### config.mk
export PLATFORM = sky130hd
export DESIGN_NAME = keypad_event_encoder
export DESIGN_NICKNAME = d
export VERILOG_FILES = /design/src/rtl/keypad_event_encoder.sv
export SDC_FILE = /design/constraint.sdc
export NUM_CORES = 1
export LEC_CHECK = 0
export CAP_MARGIN = 20
export CORE_MARGIN = 2
export CORE_UTILIZATION = 47
export CTS_CLUSTER_DIAMETER = 100
export DETAILED_ROUTE_END_ITERATION = 7
export GPL_ROUTABILITY_DRIVEN = 0
export HOLD_SLACK_MARGIN = 0.02
export MAX_ROUTING_LAYER = met4
export PLACE_DENSITY = 0.76
export SLEW_MARGIN = 30
export SYNTH_ARGS = -nofsm -noshare
export SYNTH_HDL_FRONTEND = slang
export SYNTH_SLANG_ARGS = --single-unit
### constraint.sdc
create_clock -name CLK -period 2.8 [get_ports CLK]
set_input_delay 0.28 -clock CLK [delete_from_list [all_inputs] [get_ports CLK]]
set_output_delay 0.28 -clock CLK [all_outputs]
set_load 0.05 [all_outputs]
### src/rtl/keypad_event_encoder.sv
// keypad_event_encoder: synchronises and debounces 12 keypad buttons and queues their
// press/release events in a show-ahead FIFO. Define KEY_REPEAT_EN for held-key auto-repeat.
module keypad_event_encoder #(
  parameter int DEBOUNCE_CYCLES = 4,
  parameter int FIFO_DEPTH      = 4,
  parameter int REPEAT_DELAY    = 16,
  parameter int REPEAT_PERIOD   = 8
) (
  input  logic        CLK,
  input  logic        RST,
  input  logic        BTN1,
  input  logic        BTN2,
  input  logic        BTN3,
  input  logic        BTN4,
  input  logic        BTN5,
  input  logic        BTN6,
  input  logic        BTN7,
  input  logic        BTN8,
  input  logic        BTN9,
  input  logic        BTN_0,
  input  logic        BTN_star,
  input  logic        BTN_sharp,
  output logic        key_valid,
  input  logic        key_ready,
  output logic [3:0]  key_code,
  output logic        key_release,
  output logic        key_repeat,
  output logic [11:0] held_mask,
  output logic        overflow
);

  localparam int NK   = 12;
  localparam int CW   = (DEBOUNCE_CYCLES > 2) ? $clog2(DEBOUNCE_CYCLES) : 1;
  localparam int AW   = $clog2(FIFO_DEPTH);
  localparam int CNTW = AW + 1;
`ifdef KEY_REPEAT_EN
  localparam int EW   = 6;
  localparam int RMAX = (REPEAT_DELAY > REPEAT_PERIOD) ? REPEAT_DELAY : REPEAT_PERIOD;
  localparam int RW   = $clog2(RMAX + 1);
`else
  localparam int EW   = 5;
`endif

  // Bit n of every key vector carries the key whose code is n.
  logic [NK-1:0] raw;
  assign raw = {BTN_sharp, BTN_star, BTN9, BTN8, BTN7, BTN6, BTN5, BTN4, BTN3, BTN2, BTN1, BTN_0};

  logic [NK-1:0] sync1, sync2, deb, deb_d;
  logic [CW-1:0] db_cnt [NK];

  always_ff @(posedge CLK or posedge RST) begin
    if (RST) begin
      sync1 <= '0;
      sync2 <= '0;
      deb   <= '0;
      deb_d <= '0;
      for (int n = 0; n < NK; n++) db_cnt[n] <= '0;
    end else begin
      sync1 <= raw;
      sync2 <= sync1;
      deb_d <= deb;
      for (int n = 0; n < NK; n++) begin
        if (sync2[n] == deb[n]) begin
          db_cnt[n] <= '0;
        end else if (db_cnt[n] == CW'(DEBOUNCE_CYCLES - 1)) begin
          deb[n]    <= sync2[n];
          db_cnt[n] <= '0;
        end else begin
          db_cnt[n] <= db_cnt[n] + CW'(1);
        end
      end
    end
  end

  assign held_mask = deb;

  logic [NK-1:0] rise, fall;
  assign rise = deb & ~deb_d;
  assign fall = ~deb & deb_d;

  logic [NK-1:0] press_pend, rel_pend;
  logic [NK-1:0] clr_press, clr_rel;
  logic          sel_found, sel_rel;
  logic [3:0]    sel_code;
  logic          push, pop, full;
  logic [EW-1:0] push_data;
  logic [CNTW-1:0] count;

`ifdef KEY_REPEAT_EN
  logic          rep_pend, sel_rep, clr_rep;
  logic [3:0]    rep_code;
`endif

  // Lowest code wins; within a key the press goes out before the release.
  always_comb begin
    sel_found = 1'b0;
    sel_rel   = 1'b0;
    sel_code  = 4'd0;
    for (int n = 0; n < NK; n++) begin
      if (!sel_found && (press_pend[n] || rel_pend[n])) begin
        sel_found = 1'b1;
        sel_rel   = !press_pend[n];
        sel_code  = 4'(n);
      end
    end
`ifdef KEY_REPEAT_EN
    sel_rep = 1'b0;
    if (!sel_found && rep_pend) begin
      sel_found = 1'b1;
      sel_rep   = 1'b1;
      sel_code  = rep_code;
    end
`endif
  end

  assign full = (count == CNTW'(FIFO_DEPTH));
  assign pop  = key_valid && key_ready;
  assign push = sel_found && (!full || pop);

`ifdef KEY_REPEAT_EN
  assign clr_press = (push && !sel_rel && !sel_rep) ? (NK'(1) << sel_code) : '0;
  assign clr_rel   = (push && sel_rel) ? (NK'(1) << sel_code) : '0;
  assign clr_rep   = push && sel_rep;
  assign push_data = {sel_rep, sel_rel, sel_code};
`else
  assign clr_press = (push && !sel_rel) ? (NK'(1) << sel_code) : '0;
  assign clr_rel   = (push && sel_rel) ? (NK'(1) << sel_code) : '0;
  assign push_data = {sel_rel, sel_code};
`endif

  // A flag being pushed this cycle frees its slot, so a new edge there is not a loss.
  always_ff @(posedge CLK or posedge RST) begin
    if (RST) begin
      press_pend <= '0;
      rel_pend   <= '0;
      overflow   <= 1'b0;
    end else begin
      press_pend <= (press_pend & ~clr_press) | rise;
      rel_pend   <= (rel_pend & ~clr_rel) | fall;
      if (|(rise & press_pend & ~clr_press) || |(fall & rel_pend & ~clr_rel))
        overflow <= 1'b1;
    end
  end

`ifdef KEY_REPEAT_EN
  logic          low_found;
  logic [3:0]    low_code;
  logic          rep_active, rep_first;
  logic [3:0]    rep_key;
  logic [RW-1:0] rep_cnt, rep_target;

  always_comb begin
    low_found = 1'b0;
    low_code  = 4'd0;
    for (int n = 0; n < NK; n++) begin
      if (!low_found && deb[n]) begin
        low_found = 1'b1;
        low_code  = 4'(n);
      end
    end
  end

  assign rep_target = rep_first ? RW'(REPEAT_DELAY) : RW'(REPEAT_PERIOD);

  // Repeat timer follows the lowest held key; a repeat landing on a pending one is discarded.
  always_ff @(posedge CLK or posedge RST) begin
    if (RST) begin
      rep_active <= 1'b0;
      rep_first  <= 1'b1;
      rep_key    <= 4'd0;
      rep_cnt    <= '0;
      rep_pend   <= 1'b0;
      rep_code   <= 4'd0;
    end else begin
      rep_pend <= rep_pend && !clr_rep;
      if (!low_found) begin
        rep_active <= 1'b0;
        rep_cnt    <= '0;
      end else if (!rep_active || low_code != rep_key) begin
        rep_active <= 1'b1;
        rep_first  <= 1'b1;
        rep_key    <= low_code;
        rep_cnt    <= '0;
      end else if (rep_cnt + RW'(1) == rep_target) begin
        rep_cnt   <= '0;
        rep_first <= 1'b0;
        rep_pend  <= 1'b1;
        if (!rep_pend || clr_rep) rep_code <= rep_key;
      end else begin
        rep_cnt <= rep_cnt + RW'(1);
      end
    end
  end
`endif

  // Handshake: an event transfers on a rising CLK edge with key_valid and key_ready both
  // high; while key_valid is high and key_ready low the head event holds steady.
  logic [EW-1:0] mem [FIFO_DEPTH];
  logic [AW-1:0] wr_ptr, rd_ptr;
  logic [EW-1:0] head;

  always_ff @(posedge CLK) begin
    if (push) mem[wr_ptr] <= push_data;
  end

  always_ff @(posedge CLK or posedge RST) begin
    if (RST) begin
      wr_ptr <= '0;
      rd_ptr <= '0;
      count  <= '0;
    end else begin
      if (push) wr_ptr <= wr_ptr + AW'(1);
      if (pop)  rd_ptr <= rd_ptr + AW'(1);
      case ({push, pop})
        2'b10:   count <= count + CNTW'(1);
        2'b01:   count <= count - CNTW'(1);
        default: count <= count;
      endcase
    end
  end

  assign head        = mem[rd_ptr];
  assign key_valid   = (count != '0);
  assign key_code    = key_valid ? head[3:0] : 4'd0;
  assign key_release = key_valid && head[4];
`ifdef KEY_REPEAT_EN
  assign key_repeat  = key_valid && head[5];
`else
  assign key_repeat  = 1'b0;
`endif

endmodule
Word level (Yosys, flattened, before mapping)
Memory sizes are Yosys's and may differ from the RTL's.
Index checks and enable logic that the tools add are counted.
Widths: inputs -> output; s select.
Cells by class
  $add $sub $neg: 16
  shift-type cells: 1
  bitwise logic cells: 26
  reduce and logical (&&, ||, !) cells: 71
  equality and inequality tests: 27
  multiplexer cells: 65
Operators with widths (count)
  $and 12x12->12: 8
  $mux 2: 24
  $not 12->12: 4
  $mux 4: 11
  $add 2x1->2 const B: 14
  $mux 1: 27
  $eq 2x2->1 const B: 13
  $logic_not 1->1: 25
  $mux 12: 2
  $or 12x12->12: 2
  $reduce_and 2->1: 12
  $reduce_or 12->1: 2
  $logic_and 1x1->1: 16
  $logic_or 1x1->1: 14
  $eq 1x1->1: 12
  $not 1->1: 12
  $shl 1x4->12 const A: 1
  $pmux 3 s2: 1
  $add 3x1->3 const B: 1
  $eq 3x3->1 const B: 1
  $reduce_bool 3->1: 1
  $sub 3x1->3 const B: 1
  $eq 2x1->1 const B: 1
  $reduce_bool 2->1: 1
Word-level totals
  logic and storage cells: 240
  flip-flop bits (word level): 104
  bits of input ports: 15
  memories: 1
  memory bits (writable): 20
Memories
  mem: words 4, width 5, read ports 1, clocked after Yosys merged registers in 0, wr ports 1, RTL line 198  | logic [EW-1:0] mem [FIFO_DEPTH];

Depth between registers and ports, before layout
Gate-level depths: netlist (run 1).
  depth after elaboration: 42
  gate-level depth with buffers: 10
  depth with buffers taken out: 10

Worst setup path after synthesis (run 1)
Ideal clock, no wire load.
  path type: register to register
  from: reg deb[11], in the netlist held_mask[11]
  to: reg overflow
  stages on the path, launching flop included: 9
  required time: 2.661 ns
  path buffers: 0
  path slack: -0.015 ns
  data arrival time: 2.676 ns
  cell sequence: dfrtp_1 and3b_1 a31o_1 or4_1 nor4_1 o221ai_1 nor4b_2 o311ai_1 or4_1
On the way
  cells in the longest elaborated chain, start to end: 6
Ends and longest elaborated chain
  start: declaration: RTL line 48  | logic [NK-1:0] sync1, sync2, deb, deb_d;
  start signal: indexed assignment: RTL line 66  | deb[n] <= sync2[n];
  $not 12->12: RTL line 79  | assign fall = ~deb & deb_d;
  $and 12x12->12: RTL line 79
  $and 12x12->12 (2 in series): RTL line 140  | if (|(rise & press_pend & ~clr_press) || |(fall & rel_pend & ~clr_rel))
  $reduce_or 12->1: RTL line 140
  $logic_or 1x1->1 *: RTL line 140
  end signal: assignment: RTL line 136  | overflow <= 1'b0;
  end signal: assignment: RTL line 141  | overflow <= 1'b1;
  end: declaration: RTL line 29  | output logic overflow
Mark *: on every way between the ends. The rest lies on a longest branch, timed or not.
A chain may end at the register's enable or synchronous reset.

Worst setup path after layout (run 1)
  from: reg rel_pend[7]
  to: reg overflow
On the way
  cells in the longest elaborated chain, start to end: 22
Ends and longest elaborated chain
  start: declaration: RTL line 81  | logic [NK-1:0] press_pend, rel_pend;
  start signal: assignment: RTL line 139  | rel_pend <= (rel_pend & ~clr_rel) | fall;
  $logic_or 1x1->1: RTL line 100  | if (!sel_found && (press_pend[n] || rel_pend[n])) begin
  $logic_and 1x1->1: RTL line 100
  $mux 1: RTL line 100
  $logic_not 1->1: RTL line 100
  $logic_and 1x1->1: RTL line 100
  $mux 1: RTL line 100
  $logic_not 1->1: RTL line 100
  $logic_and 1x1->1: RTL line 100
  (+6 left out)
  $mux 1: RTL line 100
  $logic_and 1x1->1 / $logic_not 1->1 (equally long branches): RTL line 118, 126
  $logic_and 1x1->1, on equally long branches: RTL line 126, 127
  $mux 12, on equally long branches: RTL line 126, 127
  $not 12->12: RTL line 140
  $and 12x12->12: RTL line 140
  $reduce_or 12->1: RTL line 140
  $logic_or 1x1->1 *: RTL line 140
Marked as above.

==> results of run 1 <==
-- state kept, by name, indices dropped and copies added, names as in the netlist --
register / count
db_cnt: 24
mem: 20
deb_d: 12
held_mask: 12
press_pend: 12
rel_pend: 12
sync1: 12
sync2: 12
count: 3
rd_ptr: 2
wr_ptr: 2
overflow: 1
-- cells by family after synthesis --
logic type / count (synthesis)
adder cells (fa/ha/maj): 18
XOR/XNOR: 18
AND/OR/NAND/NOR: 126
buffers and inverters: 38
other: 1
AO/OA/AOI/OAI: 92
multiplexers: 8
flip-flops: 124
-- worst paths after layout --
kind                        startpoint             to  slack [ns]  cells past startpoint
setup / recovery           rel_pend[7]       overflow       -0.13                      9
hold / removal                    BTN1       sync1[1]        0.20                      1
setup reg to reg           rel_pend[7]       overflow       -0.13                      9
hold reg to reg               sync1[0]       sync2[0]        0.35                      0
max in group asynchronous          RST  held_mask[11]        1.89                      3
min in group asynchronous          RST     db_cnt[12]        0.21                      2
-- report_power, final --
part	switching [mW]	internal, mW	leakage [nW]	total [mW]
combinational	1.68	1.18	1.20	2.86
clock	0.792	1.34	0.286	2.14
sequential	0.386	2.43	1.39	2.82
-- layer usage --
layer / wire length (um) / track usage [%]
met4: 436 / 9.13
met3: 688 / 5.16
met2: 5880 / 36.1
met5: 0 / -
met1: 4520 / 24.8
-- per-stage QoR --
stage | worst slack (ns) | instances
3_5_place_dp | -0.147 | 642
3_3_place_gp | -0.0168 | 642
5_1_grt | -0.204 | 675
2_1_floorplan | 0.00495 | 425
4_1_cts | -0.0546 | 674
6_report | -0.133 | 675
-- cell type report --
class | instances | share of cell area (%)
repair buffers | 85 | 10.8
multi-input cells | 263 | 29.1
flip-flops and latches | 124 | 47.1
clock buffers | 19 | 6.65
inverters | 31 | 1.76
clock inverters | 13 | 1.98
well taps | 140 | 2.57
-- critical path, cell delays in order (launching register included) --
cell and delay (ns):
dfrtp_1 0.41, or4_4 0.57, o21ai_2 0.17, nor3_2 0.08
or2_4 0.27, o41ai_2 0.32, buf_4 0.18, a2bb2oi_2 0.13
o311ai_1 0.14, or4_1 0.53
-- timing repair --
item                                    in CTS  in global routing
endpoints found under the setup margin       9                  2
pin swaps                                    1                  3
gates resized for setup                     10                 11
buffers inserted                             0                  1
-- synth_stat cells (all sizes together), types with 2 or more instances --
| cell | count |
|---|---|
| nor2 | 12 |
| a21oi | 3 |
| nand2 | 26 |
| or4b | 2 |
| nand3 | 4 |
| mux2 | 2 |
| inv | 31 |
| or4 | 5 |
| a211oi | 3 |
| nor4 | 7 |
| or3 | 3 |
| xor2 | 3 |
| and3b | 2 |
| o2111ai | 8 |
| xnor2 | 15 |
| nor2b | 18 |
| o31ai | 4 |
| and2 | 11 |
| nand4 | 4 |
| mux4 | 5 |
| ha | 17 |
| buf | 3 |
| clkbuf | 4 |
| nand2b | 2 |
| and3 | 5 |
| nor3 | 18 |
| edfxtp | 20 |
| o311ai | 2 |
| o21ai | 57 |
| dfrtp | 104 |
| or2 | 3 |
==> impl_results.md, run 1 <==
* Status: finished with violations
* Failing checks: negative setup slack
* Ys flop type: dfrtp_1
* Later-pin clock latency in the skew report at 0.51 ns
* HP Class: in -> reg
* Layout cells sized above 1 at 23.6%
* Simple-gate share of the synthesized area at 14.4%
* Data required, critical path at 3.18 ns
* Max-slew violations at 0
* Cts-stage hold buffer count at 0
* CORE AREA at 10800 um^2
* Nets at 555
* Kind of critical path: reg -> reg
* Maximum VDD drop at 885 uV
* Slew @ Worst Pin at 0.667 ns
* Register area at 3210 um^2
* Min Tclk post-route at 2.93 ns
* Fmax at 0.341 GHz
* Syn Std Cell Area at 5230 um^2
* CTS buffer count at 17
* Post-synthesis adder-cell area fraction at 4.45%
* Post-layout util at 62.8%
* CP Data Arrival Time at 3.31 ns
* Synth area leaders: dfrtp_1 (50%), edfxtp_1 (11%), o21ai_0 (5.0%), ha_1 (4.1%), xnor2_1 (2.5%)
* DP HPWL at 7990 um
* Total gr overflow at 0
* Worst Setup End Kind: flop
* Final Cell Area at 6810 um^2
* Syn_nets at 458
* Number of global-route vias before repair at 3890
* Clock-pin transition on the worst setup and hold timing paths at 0.06 ns
* Global-route wire length before repair at 18900 um
* Fin Setup TNS at -0.133 ns
* Clk buf depth at 2
* Final WL at 11500 um
* Initial core utilization at 48.3%
* All-layer global routing usage at 21.5%
* Sequential share of the synthesized area at 61.2%
* I/O pin count at 35
* Yosys warns at 0
* Setup ws final at -0.133 ns
* Die width at 110 um
* Power Density at 1150 nW/um^2
* Critical path peak fanout at 4
* Htree depth at 4
* Top cell type's share of synthesized area at 49.7%
* Yosys reg bits at 124
* ANT nets after route at 0
* Multi-input gate area at 1980 um^2
* Final Skew at 0.00723 ns
* Max_slew headroom at 55.4%
* Worst hold margin at 0.199 ns
* Fill count at 810
* RSZ-0062 raised after global routing: true
* Syn Inst Count at 425
* Dpl cell area at 6110 um^2
* CTS tree: done
* Most common cell after layout, fill and taps aside: dfrtp_1
* DIE AREA at 12000 um^2
* Netlist cell types at 66
* FP Rows at 38
* Post-synthesis xor/xnor area fraction at 3.01%
* Antenna violations before repair at 0
* Power, Total at 7.81 mW
* Drt wl/cell at 17.1 um
* Post-synth EDFFs at 20
* Drt initial violations at 416
* Final setup viols at 1
* Pin count of the biggest net entering global routing at 57
* LEAKAGE at 2.88 nW
* Total number of vias at 3849
* Synth async-reset ratio at 83.9%
* Final Cycle Share at 105%
* Cell taking the most area after synthesis: dfrtp_1
* Compound-Gate Fraction of Synth Area at 11.3%
* IO buf count at 33
* Number of clock sinks at 124
* Via-to-Cell Ratio at 5.70
* Area delta synth->final at 30.1%
* DRC at 0
* Mux cell area share after synthesis at 2.77%
* Most frequent cells in the layout: dfrtp_1 (101), o21ai_0 (52), buf_4 (50), clkdlybuf4s50_1 (33), inv_1 (29)
* Max cap viols at 0
* Final Hold Fails at 0
* CP Launch Type: flop
* Drt first pass iters at 6
* Die H at 110 um
* Mapped Avg Cell Area at 12.3 um^2
* # diodes at 0
* CTS root buf: clkbuf_8
* Largest family of logic cells by synthesized area: simple AND/OR/NAND/NOR gates
No activity file was read; power rests on OpenSTA's default activity.
==> run 2, diff against run 1 <==
--- a/config.mk
+++ b/config.mk
@@ -8,7 +8,7 @@
 export CAP_MARGIN = 20
 export CORE_MARGIN = 2
 export CORE_UTILIZATION = 47
-export CTS_CLUSTER_DIAMETER = 100
+export CTS_CLUSTER_DIAMETER = 80
 export DETAILED_ROUTE_END_ITERATION = 7
 export GPL_ROUTABILITY_DRIVEN = 0
 export HOLD_SLACK_MARGIN = 0.02
==> results of run 2 <==
The final DEF is identical to that of run 1; final timing and power are the same.
